[src/rtl/bcd_pkg.sv]
// Shared types and constants for the sequential binary-to-BCD converter.
package bcd_pkg;

    typedef logic [3:0] bcd_digit_t;

    localparam bcd_digit_t BCD_ADJ_THRESH = 4'd5;
    localparam bcd_digit_t BCD_ADJ_ADD    = 4'd3;

    typedef enum logic [1:0] {
        IDLE  = 2'd0,
        SHIFT = 2'd1,
        DONE  = 2'd2
    } conv_state_t;

endpackage

[src/rtl/bin_to_bcd_seq_if.sv]
// Start/busy/done handshake and result bus of the binary-to-BCD converter.
interface bin_to_bcd_seq_if #(
    parameter int unsigned WIDTH  = 5,
    parameter int unsigned DIGITS = 2
);

    logic                  start;
    logic [WIDTH-1:0]      bin;
    logic                  busy;
    logic                  done;
    logic [4*DIGITS-1:0]   bcd;
    logic                  overflow;

    modport master (
        output start, bin,
        input  busy, done, bcd, overflow
    );

    modport slave (
        input  start, bin,
        output busy, done, bcd, overflow
    );

endinterface

[src/rtl/bcd_digit_adj.sv]
// Per-digit double-dabble correction: add 3 to a digit that is 5 or more.
module bcd_digit_adj
    import bcd_pkg::*;
(
    input  bcd_digit_t digit,
    output bcd_digit_t adj_c
);

    // 4-bit add, no carry out of the digit
    assign adj_c = (digit >= BCD_ADJ_THRESH) ? bcd_digit_t'(digit + BCD_ADJ_ADD) : digit;

endmodule

[src/rtl/bin_to_bcd_seq.sv]
// Sequential shift-and-add-3 binary-to-BCD converter, one bit per clock.
module bin_to_bcd_seq
    import bcd_pkg::*;
#(
    parameter int unsigned WIDTH  = 5,
    parameter int unsigned DIGITS = 2
) (
    input logic            Clock,
    input logic            Resetn,
    bin_to_bcd_seq_if.slave bus
);

    localparam int unsigned CNT_W = $clog2(WIDTH + 1);
    localparam int unsigned SCR_W = 4 * DIGITS;

    conv_state_t          state;
    logic [WIDTH-1:0]     shreg;
    logic [SCR_W-1:0]     scratch;
    logic [SCR_W-1:0]     adj_c;
    logic [CNT_W-1:0]     cnt;
    logic                 sticky;
    logic                 busy_q;
    logic                 done_q;
    logic [SCR_W-1:0]     bcd_q;
    logic                 overflow_q;

    // Conditional +3 on every scratch digit ahead of the shift
    for (genvar g = 0; g < DIGITS; g++) begin : g_adj
        bcd_digit_adj u_adj (
            .digit (scratch[4*g +: 4]),
            .adj_c (adj_c[4*g +: 4])
        );
    end

    // Control FSM, shift datapath and registered result outputs
    always_ff @(posedge Clock or negedge Resetn) begin
        if (!Resetn) begin
            state      <= IDLE;
            shreg      <= '0;
            scratch    <= '0;
            cnt        <= '0;
            sticky     <= 1'b0;
            busy_q     <= 1'b0;
            done_q     <= 1'b0;
            bcd_q      <= '0;
            overflow_q <= 1'b0;
        end else begin
            done_q <= 1'b0;
            case (state)
                IDLE: begin
                    if (bus.start) begin
                        shreg   <= bus.bin;
                        scratch <= '0;
                        sticky  <= 1'b0;
                        cnt     <= CNT_W'(WIDTH);
                        busy_q  <= 1'b1;
                        state   <= SHIFT;
                    end
                end
                SHIFT: begin
                    // Adjusted digits and operand shift left as one register;
                    // whatever leaves the top digit marks the value as too large.
                    scratch <= {adj_c[SCR_W-2:0], shreg[WIDTH-1]};
                    shreg   <= shreg << 1;
                    sticky  <= sticky | adj_c[SCR_W-1];
                    cnt     <= cnt - CNT_W'(1);
                    if (cnt == CNT_W'(1)) begin
                        busy_q <= 1'b0;
                        state  <= DONE;
                    end
                end
                DONE: begin
                    bcd_q      <= scratch;
                    overflow_q <= sticky;
                    done_q     <= 1'b1;
                    if (bus.start) begin
                        shreg   <= bus.bin;
                        scratch <= '0;
                        sticky  <= 1'b0;
                        cnt     <= CNT_W'(WIDTH);
                        busy_q  <= 1'b1;
                        state   <= SHIFT;
                    end else begin
                        state <= IDLE;
                    end
                end
                default: begin
                    busy_q <= 1'b0;
                    state  <= IDLE;
                end
            endcase
        end
    end

    assign bus.busy     = busy_q;
    assign bus.done     = done_q;
    assign bus.bcd      = bcd_q;
    assign bus.overflow = overflow_q;

endmodule

[src/flat_wrapper.sv]
// flat-port wrapper written by rule: the top's interface ports become plain ports
module bin_to_bcd_seq_flat import bcd_pkg::*;
#(
    parameter int unsigned WIDTH  = 5,
    parameter int unsigned DIGITS = 2
)
  (Clock, Resetn, bus_start, bus_bin, bus_busy, bus_done, bus_bcd, bus_overflow);
  bin_to_bcd_seq_if #(.WIDTH(WIDTH), .DIGITS(DIGITS)) bus_i ();
  input logic Clock;
  input logic Resetn;
  input wire logic [$bits(bus_i.start)-1:0] bus_start;
  input wire logic [$bits(bus_i.bin)-1:0] bus_bin;
  output wire logic [$bits(bus_i.busy)-1:0] bus_busy;
  output wire logic [$bits(bus_i.done)-1:0] bus_done;
  output wire logic [$bits(bus_i.bcd)-1:0] bus_bcd;
  output wire logic [$bits(bus_i.overflow)-1:0] bus_overflow;
  assign bus_i.start = bus_start;
  assign bus_i.bin = bus_bin;
  assign bus_busy = bus_i.busy;
  assign bus_done = bus_i.done;
  assign bus_bcd = bus_i.bcd;
  assign bus_overflow = bus_i.overflow;
  bin_to_bcd_seq #(.WIDTH(WIDTH), .DIGITS(DIGITS)) u_core (.Clock(Clock), .Resetn(Resetn), .bus(bus_i));
endmodule
[config.mk]
export PLATFORM = sky130hd
export DESIGN_NAME = bin_to_bcd_seq_flat
export DESIGN_NICKNAME = d
export VERILOG_FILES = /design/src/rtl/bcd_pkg.sv /design/src/rtl/bin_to_bcd_seq_if.sv /design/src/rtl/bcd_digit_adj.sv /design/src/rtl/bin_to_bcd_seq.sv /design/src/flat_wrapper.sv
export SDC_FILE = /design/constraint.sdc
export NUM_CORES = 1
export LEC_CHECK = 0
export BUFFER_PORTS_ARGS = -buffer_cell sky130_fd_sc_hd__buf_2
export CORE_ASPECT_RATIO = 1.25
export CORE_UTILIZATION = 54
export DETAILED_ROUTE_END_ITERATION = 8
export GPL_ROUTABILITY_DRIVEN = 0
export PLACE_DENSITY = 0.8
export SLEW_MARGIN = 20
export SYNTH_ARGS = -nofsm -noshare
export SYNTH_HDL_FRONTEND = slang
export SYNTH_SLANG_ARGS = --single-unit
[constraint.sdc]
create_clock -name Clock -period 3.18 [get_ports Clock]
set_input_delay 0.318 -clock Clock [delete_from_list [all_inputs] [get_ports Clock]]
set_output_delay 0.318 -clock Clock [all_outputs]
set_load 0.01 [all_outputs]
# ---- Word level (Yosys, flattened, before mapping)
# Cells that the tools add are included.
# W data, S select, Z words.
dict set report totals {
  rom_bits 0
  latchBits 0
  memories 0
  regBits 30
  wordCells 45
  ram_bits 0
  output_inout_bits 11
}
dict set report op_classes {
  addsub 3
  n_lt_le_gt_ge 2
  multipliers 0
  muxes 18
  n_shift 0
  bitwise 1
  n_eq_ne 6
  div 0
  reduce_logical 6
}
# cell count
set ops {}
lappend ops {{$pmux W8 S2} 1}
lappend ops {{$pmux W5 S2} 1}
lappend ops {{$add A4 B2 Y4 const B} 2}
lappend ops {{$ge A4 B3 Y1 const B} 2}
lappend ops {{$mux W4} 2}
lappend ops {{$mux W8} 1}
lappend ops {{$pmux W2 S3} 1}
lappend ops {{$pmux W3 S2} 1}
lappend ops {{$reduce_and A2 Y1} 3}
lappend ops {{$mux W1} 5}
lappend ops {{$mux W5} 1}
lappend ops {{$mux W2} 2}
lappend ops {{$ne A2 B1 Y1 const B} 2}
lappend ops {{$pmux W1 S2} 2}
lappend ops {{$eq A3 B1 Y1 const B} 1}
lappend ops {{$mux W3} 1}
lappend ops {{$sub A3 B1 Y3 const B} 1}
lappend ops {{$eq A2 B1 Y1 const B} 1}
lappend ops {{$eq A2 B2 Y1 const B} 1}
lappend ops {{$logic_not A2 Y1} 1}
lappend ops {{$ne A2 B2 Y1 const B} 1}
lappend ops {{$reduce_bool A2 Y1} 1}
lappend ops {{$reduce_or A2 Y1} 1}
lappend ops {{$or A1 B1 Y1} 1}

# ---- Depth between registers and ports, before layout
# Gate-level depths: netlist of run 1.
dict set report logic_depth {
  ltp_word 4
  ltp_mapped 6
}

# ---- Hierarchy
# A second synthesis of run 1 with hierarchy kept.
dict set report unflattened {
  cells_unflattened 141
  hier_area_um2 1572.8
}
# mod instances cells_each area_per_inst_um2
set modules_own_cells {}
lappend modules_own_cells {bin_to_bcd_seq 1 109 1370.1}
lappend modules_own_cells {bcd_digit_adj 2 16 101.3}

# ---- Worst setup path before layout of run 1
# OpenSTA, ideal clock, no wires.
dict set report synth_timing {
  path_type {reg2reg}
  startpoint {register u_core.scratch[4]}
  endpoint {register u_core.scratch[6]}
  t_required_ns 3.086
  path_stages_with_launch 7
  t_arrival_ns 1.442
  setup_time_ns 0.094
  slack_ns 1.644
  synth_period_minus_slack_ns 1.536
  cell_sequence {dfrtp_1 inv_1 ha_1 nand2b_1 a21oi_2 mux2_4 a221oi_2}
}
dict set report synth_between {
  elab_chain_len 3
  elab_cells_between_ends 4
  cone_classes {1 x add/sub; 1 x order compare; 2 x mux}
}
# item line_no
set synth_rtl {}
lappend synth_rtl {{start: declaration} bin_to_bcd_seq.sv:18} ;# logic [SCR_W-1:0] scratch;
lappend synth_rtl {{start signal: assignment} bin_to_bcd_seq.sv:63} ;# scratch <= {adj_c[SCR_W-2:0], shreg[WIDTH-1]};
lappend synth_rtl {{$add A4 B2 Y4 or $ge A4 B3 Y1 (tied branches)} bcd_digit_adj.sv:10} ;# assign adj_c = (digit >= BCD_ADJ_THRESH) ? bcd_digit_t'(digit + BCD_ADJ_ADD) : digit;
lappend synth_rtl {{$mux W4 *} bcd_digit_adj.sv:10}
lappend synth_rtl {{$pmux W8 S2 *} bin_to_bcd_seq.sv:49} ;# case (state)
# Every way passes the cells marked *; elsewhere a longest branch is shown, timed or not.
# A chain may end at the register's enable or synchronous reset.

# ---- Worst setup path after layout of run 1
dict set report layout_timing {
  startpoint {register u_core.state[0]}
  endpoint {register u_core.overflow_q, in the netlist u_core.bus.overflow}
}
dict set report layout_between {
  elab_chain_len 1
}
# item line_no
set layout_rtl {}
lappend layout_rtl {{start: declaration} bin_to_bcd_seq.sv:16} ;# conv_state_t state;
lappend layout_rtl {{start signal: assignment} bin_to_bcd_seq.sv:38} ;# state <= IDLE;
lappend layout_rtl {{start signal: assignment} bin_to_bcd_seq.sv:57} ;# state <= SHIFT;
lappend layout_rtl {{start signal: assignment} bin_to_bcd_seq.sv:69} ;# state <= DONE;
lappend layout_rtl {{$eq A2 B2 Y1} bin_to_bcd_seq.sv:49}
lappend layout_rtl {{end signal: assignment} bin_to_bcd_seq.sv:74} ;# overflow_q <= sticky;
lappend layout_rtl {{end: declaration} bin_to_bcd_seq.sv:25} ;# logic overflow_q;
# No other way between the ends.

==> metrics.txt, run 1 <==
# TYPE chip_impl_metric gauge
chip_impl_info{name="layout.cells.most_common_list",value="sky130_fd_sc_hd__dfrtp_1, sky130_fd_sc_hd__o21ai_0, sky130_fd_sc_hd__buf_2"} 1
chip_impl_metric{name="antenna_violating_nets_post_route",unit=""} 0
chip_impl_metric{name="insertedDiodeCount",unit=""} 0
chip_impl_metric{name="core_area",unit="mm2"} 0.00268
chip_impl_metric{name="postLayoutSetupSlackWorst",unit="ns"} 1.49
chip_impl_metric{name="pin_count_of_the_biggest_net_entering_global_routing",unit=""} 31
chip_impl_metric{name="syn-mean-instance-area",unit="um2"} 10.4
chip_impl_metric{name="critical_path_arrival",unit="ns"} 1.90
chip_impl_metric{name="globalRouteOverflowTotal",unit=""} 0
chip_impl_metric{name="die_area",unit="mm2"} 0.00304
chip_impl_metric{name="combinational_power_share",unit=""} 0.402
chip_impl_metric{name="min_period",unit="ns"} 1.69
chip_impl_info{name="timing.setup.critical_path_class",value="reg -> reg"} 1
chip_impl_info{name="critical_path.startpoint_type",value="register"} 1
chip_impl_metric{name="setup-tns-final",unit="ns"} 0
chip_impl_metric{name="clk_pin_slew",unit="ns"} 0.09
chip_impl_metric{name="layout-drive-gt1-share",unit=""} 0.224
chip_impl_metric{name="p_leak",unit="nW"} 0.805
chip_impl_metric{name="area_growth",unit="%"} 10.7
chip_impl_metric{name="synth-compound-area-share",unit=""} 0.154
chip_impl_metric{name="seq_area",unit="um2"} 751
chip_impl_metric{name="yosysUniqueCellTypes",unit=""} 30
chip_impl_info{name="timing.hold.worst.class",value="in -> async"} 1
chip_impl_metric{name="synth_seq_cells",unit=""} 30
chip_impl_metric{name="grt_antenna_before_repair",unit=""} 0
chip_impl_metric{name="post-cts-setup-buffer-count",unit=""} 0
chip_impl_metric{name="max-slew-margin-rel",unit=""} 0.471
chip_impl_info{name="cts_tree",value="built"} 1
chip_impl_info{name="regToRegEndpoint",value="u_core.bus.overflow"} 1
chip_impl_metric{name="total_cell_area_at_the_placement_stage",unit="mm2"} 0.00161
chip_impl_metric{name="synth_fp_nets",unit=""} 160
chip_impl_metric{name="ff2ff_path_depth",unit=""} 2
chip_impl_metric{name="wl_per_cell",unit="um"} 13.0
chip_impl_metric{name="synth-edff-count",unit=""} 0
chip_impl_metric{name="num_rows",unit=""} 21
chip_impl_metric{name="rrSetupSlack",unit="ns"} 1.49
chip_impl_metric{name="final-max-slew-violation-count",unit=""} 0
chip_impl_info{name="rr_startpoint",value="u_core.state[0]"} 1
chip_impl_metric{name="fill_cells",unit=""} 242
chip_impl_metric{name="synth_simple_gate_area_frac",unit=""} 0.146
chip_impl_metric{name="cts_resized",unit=""} 0
chip_impl_metric{name="multiInputGateArea",unit="um2"} 688
chip_impl_metric{name="dr.pass1.iters",unit=""} 4
chip_impl_metric{name="peak_clock_frequency_supported_by_timing",unit="GHz"} 0.591
chip_impl_metric{name="internal_power",unit="W"} 0.00104
chip_impl_metric{name="dpl_worst_slack",unit="ns"} 1.51
chip_impl_metric{name="io-pin-count",unit=""} 19
chip_impl_metric{name="tightestPinTransition",unit="ns"} 0.794
chip_impl_metric{name="chipWidth",unit="um"} 49.5
chip_impl_metric{name="syn-cell-area",unit="mm2"} 0.00152
chip_impl_info{name="grt_setup_unrepaired",value="false"} 1
chip_impl_metric{name="finalHoldViolCount",unit=""} 0
chip_impl_info{name="clockRootBuffer",value="sky130_fd_sc_hd__clkbuf_4"} 1
chip_impl_metric{name="finish.instance_area",unit="mm2"} 0.00168
chip_impl_metric{name="stdcell_count",unit=""} 199
chip_impl_metric{name="worst_ir_drop_vdd",unit="mV"} 0.529
chip_impl_metric{name="dp_cells",unit=""} 191
chip_impl_metric{name="dr.first_iter.drc_count",unit=""} 15
chip_impl_metric{name="floorplan.die.height",unit="um"} 61.3
chip_impl_metric{name="cp_data_required_time",unit="ns"} 3.39
chip_impl_info{name="critical_path.endpoint_type",value="register"} 1
chip_impl_metric{name="finalNetCount",unit=""} 178
chip_impl_metric{name="finalWirelength",unit="um"} 2580
chip_impl_info{name="largest_family_of_logic_cells_by_synthesized_area",value="compound AO/OA/AOI/OAI gates"} 1
chip_impl_metric{name="pwr_total",unit="W"} 0.00168
chip_impl_metric{name="grt_first_pass_wirelength",unit="um"} 4380
chip_impl_metric{name="clock_tree.buffer_depth",unit=""} 2
chip_impl_info{name="status",value="complete, no violations"} 1
chip_impl_metric{name="setup_viol",unit=""} 0
chip_impl_metric{name="grt_pass1_vias",unit=""} 991
chip_impl_metric{name="clock_power_share",unit=""} 0.161
chip_impl_metric{name="vias",unit=""} 1043
chip_impl_metric{name="timing.clock.skew",unit="ns"} 0.00432
chip_impl_metric{name="insertion_delay_of_the_later_clocked_pin_in_the_worst_skew_pair",unit="ns"} 0.32
chip_impl_metric{name="crit_path_max_fanout",unit=""} 26
chip_impl_metric{name="power_switching",unit="W"} 0.000639
chip_impl_metric{name="numPortBuffers",unit=""} 18
chip_impl_info{name="synthFlopType",value="sky130_fd_sc_hd__dfrtp_1"} 1
chip_impl_metric{name="starting_density_of_the_core",unit=""} 0.568
chip_impl_metric{name="tritoncts.num_buffers",unit=""} 5
chip_impl_metric{name="detail_route.vias_per_cell",unit=""} 5.24
chip_impl_metric{name="synth-adder-area-share",unit=""} 0.0493
chip_impl_info{name="most_frequent_standard_cell_in_the_layout_excluding_fill_and_tap_cells",value="sky130_fd_sc_hd__dfrtp_1"} 1
chip_impl_metric{name="switching_share",unit=""} 0.381
chip_impl_metric{name="grt_util_all_layers",unit=""} 0.203
chip_impl_metric{name="synth-async-reset-ratio",unit=""} 1.00
chip_impl_metric{name="min_period_over_period",unit=""} 0.532
chip_impl_metric{name="dp_hpwl",unit="um"} 1890
chip_impl_metric{name="seq_area_frac_synth",unit=""} 0.493
chip_impl_metric{name="muxShareOfSynthArea",unit=""} 0.0863
chip_impl_metric{name="seq_power_share",unit=""} 0.437
chip_impl_info{name="origin_of_the_worst_setup_path",value="u_core.state[0]"} 1
chip_impl_metric{name="hold_buffers",unit=""} 0
chip_impl_metric{name="cts.sink_count",unit=""} 30
chip_impl_metric{name="p_per_area",unit="mW/mm2"} 995
chip_impl_metric{name="cts-htree-levels",unit=""} 2
chip_impl_metric{name="synthesis.instances",unit=""} 146
chip_impl_metric{name="post-route-drc-count",unit=""} 0
chip_impl_metric{name="maxCapViolCount",unit=""} 0
chip_impl_metric{name="synth_xor_area_frac",unit=""} 0.0173
chip_impl_metric{name="yosysWarningCount",unit=""} 0
flip-flops by register name, indices dropped and copies added (netlist names):
register and count:
u_core.state 2, u_core.bus.bcd 8, u_core.shreg 5, u_core.bus.busy 1, u_core.scratch 8, u_core.bus.overflow 1, u_core.cnt 3, u_core.bus.done 1
u_core.sticky 1
worst max path at each step:
| stage | end | slack, ns | cells after the start |
|---|---|---|---|
| after CTS | u_core.bus.bcd[3] | 1.49 | 2 |
| final | u_core.bus.overflow | 1.49 | 2 |
| after floorplan | u_core.scratch[6] | 1.64 | 6 |
| after global routing | u_core.bus.bcd[3] | 1.36 | 2 |
| after global placement | u_core.bus.bcd[3] | 1.55 | 2 |
| after detailed placement | u_core.bus.bcd[3] | 1.51 | 2 |
cells by family after synthesis:
kind of cell / count (synthesis)
buf+inv: 16
compound gates: 39
mux: 12
xor+xnor: 3
flops: 30
fa+ha+maj: 6
simple gates: 40
routing by layer:
metal / track usage / up-vias / wire [um]
met2: 0.354 / 20 / 1350
li1: - / 534 / -
met1: 0.228 / 484 / 1110
met5: 0 / - / 0
met4: 0.122 / 0 / 44
met3: 0.0519 / 5 / 82
final cells by class:
class	instances	area share
tap	34	0.0253
multi-input combinational	100	0.409
sequential	30	0.446
inverter	9	0.0201
clock buffer	8	0.0468
timing repair buffer	18	0.0535
per-stage QoR:
| stage | hold slack [ns] | util |
|---|---|---|
| floorplan | 0.0224 | - |
| global placement | 0.379 | 0.599 |
| detailed placement | 0.381 | 0.599 |
| CTS | 0.0213 | 0.628 |
| global route | 0.0518 | 0.628 |
| finish | 0.0129 | 0.628 |
critical path: stages (launching register included):
cell and delay (ns):
sky130_fd_sc_hd__dfrtp_1 0.86, sky130_fd_sc_hd__nand2b_4 0.36, sky130_fd_sc_hd__mux2_2 0.36
cell usage after synthesis, types with 2 or more instances:
library cell	instances	area, um2
sky130_fd_sc_hd__a21oi_1	10	50.1
sky130_fd_sc_hd__mux2i_1	6	60.1
sky130_fd_sc_hd__ha_1	6	75.1
sky130_fd_sc_hd__nand3_1	3	15.0
sky130_fd_sc_hd__nor2_1	4	15.0
sky130_fd_sc_hd__a21o_1	2	15.0
sky130_fd_sc_hd__buf_6	2	22.5
sky130_fd_sc_hd__inv_1	9	33.8
sky130_fd_sc_hd__nor2b_1	7	43.8
sky130_fd_sc_hd__nor3b_1	4	30.0
sky130_fd_sc_hd__nand2_1	14	52.6
sky130_fd_sc_hd__xnor2_1	3	26.3
sky130_fd_sc_hd__buf_2	3	15.0
sky130_fd_sc_hd__nand2b_1	3	18.8
sky130_fd_sc_hd__o21ai_0	18	90.1
sky130_fd_sc_hd__dfrtp_1	30	751
sky130_fd_sc_hd__a211oi_1	4	30.0
sky130_fd_sc_hd__nand2b_4	2	27.5
sky130_fd_sc_hd__mux2_2	5	56.3
power groups by stage:
stage                     combinational [W]  clock (W)  sequential, W
after floorplan                    0.000546          0       0.000687
after global placement             0.000646          0       0.000728
after detailed placement           0.000681          0       0.000742
after CTS                          0.000685   0.000278       0.000734
after global routing               0.000768   0.000298       0.000767
final                              0.000674   0.000270       0.000732
(Power assumes the default switching activity.)
==> inputs of run 2 (changes only) <==
--- a/config.mk
+++ b/config.mk
@@ -7,10 +7,10 @@
 export LEC_CHECK = 0
 export BUFFER_PORTS_ARGS = -buffer_cell sky130_fd_sc_hd__buf_2
 export CORE_ASPECT_RATIO = 1.25
-export CORE_UTILIZATION = 54
+export CORE_UTILIZATION = 51
 export DETAILED_ROUTE_END_ITERATION = 8
 export GPL_ROUTABILITY_DRIVEN = 0
-export PLACE_DENSITY = 0.8
+export PLACE_DENSITY = 0.79
 export SLEW_MARGIN = 20
 export SYNTH_ARGS = -nofsm -noshare
 export SYNTH_HDL_FRONTEND = slang
==> constraint.sdc (replaced) <==
create_clock -name Clock -period 1.5 [get_ports Clock]
set_input_delay 0.15 -clock Clock [delete_from_list [all_inputs] [get_ports Clock]]
set_output_delay 0.15 -clock Clock [all_outputs]
set_load 0.01 [all_outputs]
==> run 2 against run 1 <==
The run now ends with setup timing left; sequential share of layout area decreased by 3.8 points; fmax increased by 8.0%; count of clock-buffer cells in the layout down 1; core utilization is 4.0 points higher; non-clock buffer count rose by 16; register-to-register slack got worse by 1.6 ns; power increased by 140%; via count is 11% higher; global-route usage is 3.0 points higher; wire length is 19% higher; worst hold slack improved by 0.078 ns; largest power group is now combinational cells.
==> metrics.txt, run 2 (synthesis results as in run 1) <==
# TYPE chip_impl_metric gauge
chip_impl_metric{name="io-pin-count",unit=""} 19
chip_impl_metric{name="dr.pass1.iters",unit=""} 4
chip_impl_metric{name="postLayoutSetupSlackWorst",unit="ns"} -0.0650
chip_impl_metric{name="finalHoldViolCount",unit=""} 0
chip_impl_info{name="violations",value="setup timing"} 1
chip_impl_metric{name="layout-drive-gt1-share",unit=""} 0.337
chip_impl_metric{name="maxCapViolCount",unit=""} 0
chip_impl_metric{name="insertion_delay_of_the_later_clocked_pin_in_the_worst_skew_pair",unit="ns"} 0.32
chip_impl_info{name="timing.setup.critical_path_class",value="reg -> reg"} 1
chip_impl_metric{name="post-route-drc-count",unit=""} 0
chip_impl_metric{name="worst_ir_drop_vdd",unit="mV"} 1.11
chip_impl_metric{name="core_area",unit="mm2"} 0.00276
chip_impl_info{name="cts_tree",value="built"} 1
chip_impl_metric{name="power_switching",unit="W"} 0.00155
chip_impl_metric{name="peak_clock_frequency_supported_by_timing",unit="GHz"} 0.639
chip_impl_info{name="timing.hold.worst.class",value="in -> reg"} 1
chip_impl_metric{name="floorplan.die.height",unit="um"} 63.1
chip_impl_info{name="status",value="finished, violations left"} 1
chip_impl_info{name="layout.cells.most_common_list",value="sky130_fd_sc_hd__dfrtp_1, sky130_fd_sc_hd__buf_2, sky130_fd_sc_hd__o21ai_0"} 1
chip_impl_metric{name="dp_hpwl",unit="um"} 2160
chip_impl_metric{name="clock_tree.buffer_depth",unit=""} 2
chip_impl_metric{name="clk_pin_slew",unit="ns"} 0.09
chip_impl_metric{name="tritoncts.num_buffers",unit=""} 5
chip_impl_metric{name="antenna_violating_nets_post_route",unit=""} 0
chip_impl_metric{name="finalNetCount",unit=""} 194
chip_impl_metric{name="chipWidth",unit="um"} 50.9
chip_impl_metric{name="dr.first_iter.drc_count",unit=""} 14
chip_impl_metric{name="timing.clock.skew",unit="ns"} 0.00593
chip_impl_metric{name="cp_data_required_time",unit="ns"} 1.73
chip_impl_metric{name="total_cell_area_at_the_placement_stage",unit="mm2"} 0.00169
chip_impl_metric{name="grt_first_pass_wirelength",unit="um"} 5520
chip_impl_metric{name="setup_viol",unit=""} 1
chip_impl_metric{name="grt_antenna_before_repair",unit=""} 0
chip_impl_metric{name="fill_cells",unit=""} 232
chip_impl_metric{name="tightestPinTransition",unit="ns"} 0.662
chip_impl_info{name="grt_setup_unrepaired",value="true"} 1
chip_impl_metric{name="pin_count_of_the_biggest_net_entering_global_routing",unit=""} 31
chip_impl_metric{name="wl_per_cell",unit="um"} 14.3
chip_impl_metric{name="globalRouteOverflowTotal",unit=""} 0
chip_impl_metric{name="dpl_worst_slack",unit="ns"} -0.0474
chip_impl_metric{name="seq_power_share",unit=""} 0.380
chip_impl_metric{name="stdcell_count",unit=""} 215
chip_impl_metric{name="final-max-slew-violation-count",unit=""} 0
chip_impl_metric{name="switching_share",unit=""} 0.390
chip_impl_metric{name="starting_density_of_the_core",unit=""} 0.551
chip_impl_info{name="clockRootBuffer",value="sky130_fd_sc_hd__clkbuf_4"} 1
chip_impl_metric{name="cts-htree-levels",unit=""} 2
chip_impl_metric{name="ff2ff_path_depth",unit=""} 5
chip_impl_metric{name="internal_power",unit="W"} 0.00242
chip_impl_metric{name="min_period_over_period",unit=""} 1.04
chip_impl_metric{name="vias",unit=""} 1156
chip_impl_metric{name="numPortBuffers",unit=""} 18
chip_impl_metric{name="dp_cells",unit=""} 198
chip_impl_metric{name="finalWirelength",unit="um"} 3070
chip_impl_metric{name="crit_path_max_fanout",unit=""} 3
chip_impl_metric{name="area_growth",unit="%"} 21.1
chip_impl_metric{name="p_leak",unit="nW"} 0.878
chip_impl_metric{name="combinational_power_share",unit=""} 0.495
chip_impl_metric{name="max-slew-margin-rel",unit=""} 0.559
chip_impl_info{name="critical_path.endpoint_type",value="register"} 1
chip_impl_metric{name="detail_route.vias_per_cell",unit=""} 5.38
chip_impl_metric{name="whs_path_depth",unit=""} 3
chip_impl_metric{name="num_rows",unit=""} 21
chip_impl_metric{name="clock_power_share",unit=""} 0.125
chip_impl_info{name="critical_path.startpoint_type",value="register"} 1
chip_impl_metric{name="finish.instance_area",unit="mm2"} 0.00184
chip_impl_metric{name="insertedDiodeCount",unit=""} 0
chip_impl_metric{name="critical_path_arrival",unit="ns"} 1.80
chip_impl_metric{name="p_per_area",unit="mW/mm2"} 2150
chip_impl_info{name="most_frequent_standard_cell_in_the_layout_excluding_fill_and_tap_cells",value="sky130_fd_sc_hd__dfrtp_1"} 1
chip_impl_metric{name="min_period",unit="ns"} 1.56
chip_impl_metric{name="grt_util_all_layers",unit=""} 0.233
chip_impl_metric{name="cts.sink_count",unit=""} 30
chip_impl_metric{name="die_area",unit="mm2"} 0.00321
chip_impl_metric{name="grt_pass1_vias",unit=""} 1262
-- run 2: cell types whose count changed in the layout (fill, tap and decap cells not counted), sizes merged --
cell / before / now
buf: 18 / 33
clkbuf: 8 / 7
clkinv: 0 / 1
dlygate4sd3: 0 / 1
-- run 2: area by class of cell --
type                            count  area, um2  share of cell area
Sequential cell                    30        752               0.408
Inverter                            9       33.8              0.0183
Multi-Input combinational cell    100        742               0.403
Clock inverter                      1       5.00             0.00272
Clock buffer                        7       55.1              0.0299
Tap cell                           34       42.5              0.0231
Timing Repair Buffer               34        213               0.115
-- run 2: worst paths after layout --
path | slack (ns) | endpoint | startpoint
min in group asynchronous | 0.39 | u_core.scratch[3] | Resetn
worst min-delay path | 0.09 | u_core.shreg[3] | bus_bin[3]
worst max-delay path | -0.06 | u_core.scratch[6] | u_core.scratch[4]
worst min register to register | 0.50 | u_core.bus.bcd[5] | u_core.bus.bcd[5]
worst max register to register | -0.06 | u_core.scratch[6] | u_core.scratch[4]
max in group asynchronous | 0.65 | u_core.state[1] | Resetn
-- run 2: per-layer routing --
layer	routed length, um	up-vias	global-route usage
met5	0	-	0
met3	90	9	0.0507
met4	99	0	0.125
met1	1310	547	0.256
met2	1570	28	0.408
li1	-	572	-
-- run 2: stage by stage --
stage          total power, W  hold WS (ns)   util  TNS, ns
2_1_floorplan         0.00269        -0.146      -        0
3_3_place_gp          0.00314         0.211  0.611        0
3_5_place_dp          0.00327         0.221  0.611  -0.0474
4_1_cts               0.00388        0.0813  0.656  -0.0301
5_1_grt               0.00431        0.0965  0.668   -0.131
6_report              0.00396        0.0906  0.668  -0.0650
-- run 2: worst max-delay path: stages (launching register included) --
cell and delay (ns):
sky130_fd_sc_hd__dfrtp_1 0.44, sky130_fd_sc_hd__ha_4 0.18, sky130_fd_sc_hd__nand2b_4 0.15, sky130_fd_sc_hd__a21oi_4 0.15, sky130_fd_sc_hd__mux2_4 0.32, sky130_fd_sc_hd__a221oi_2 0.23
-- run 2: power groups by stage --
stage / registers (W) / clock network [W] / logic [W]
4_1_cts: 0.00150 / 0.000511 / 0.00186
3_5_place_dp: 0.00152 / 0 / 0.00175
2_1_floorplan: 0.00147 / 0 / 0.00123
6_report: 0.00151 / 0.000495 / 0.00196
3_3_place_gp: 0.00148 / 0 / 0.00166
5_1_grt: 0.00157 / 0.000548 / 0.00220
-- run 2: what timing repair did --
| action | CTS | global route |
|---|---|---|
| hold buffers | 1 | 0 |
| buffers inserted | 5 | 3 |
| pin swaps | 4 | 3 |
| gates resized for setup | 4 | 5 |
| gates cloned | 0 | 0 |
| endpoints found under the hold margin | 30 | 0 |
| setup endpoints to repair | 2 | 5 |
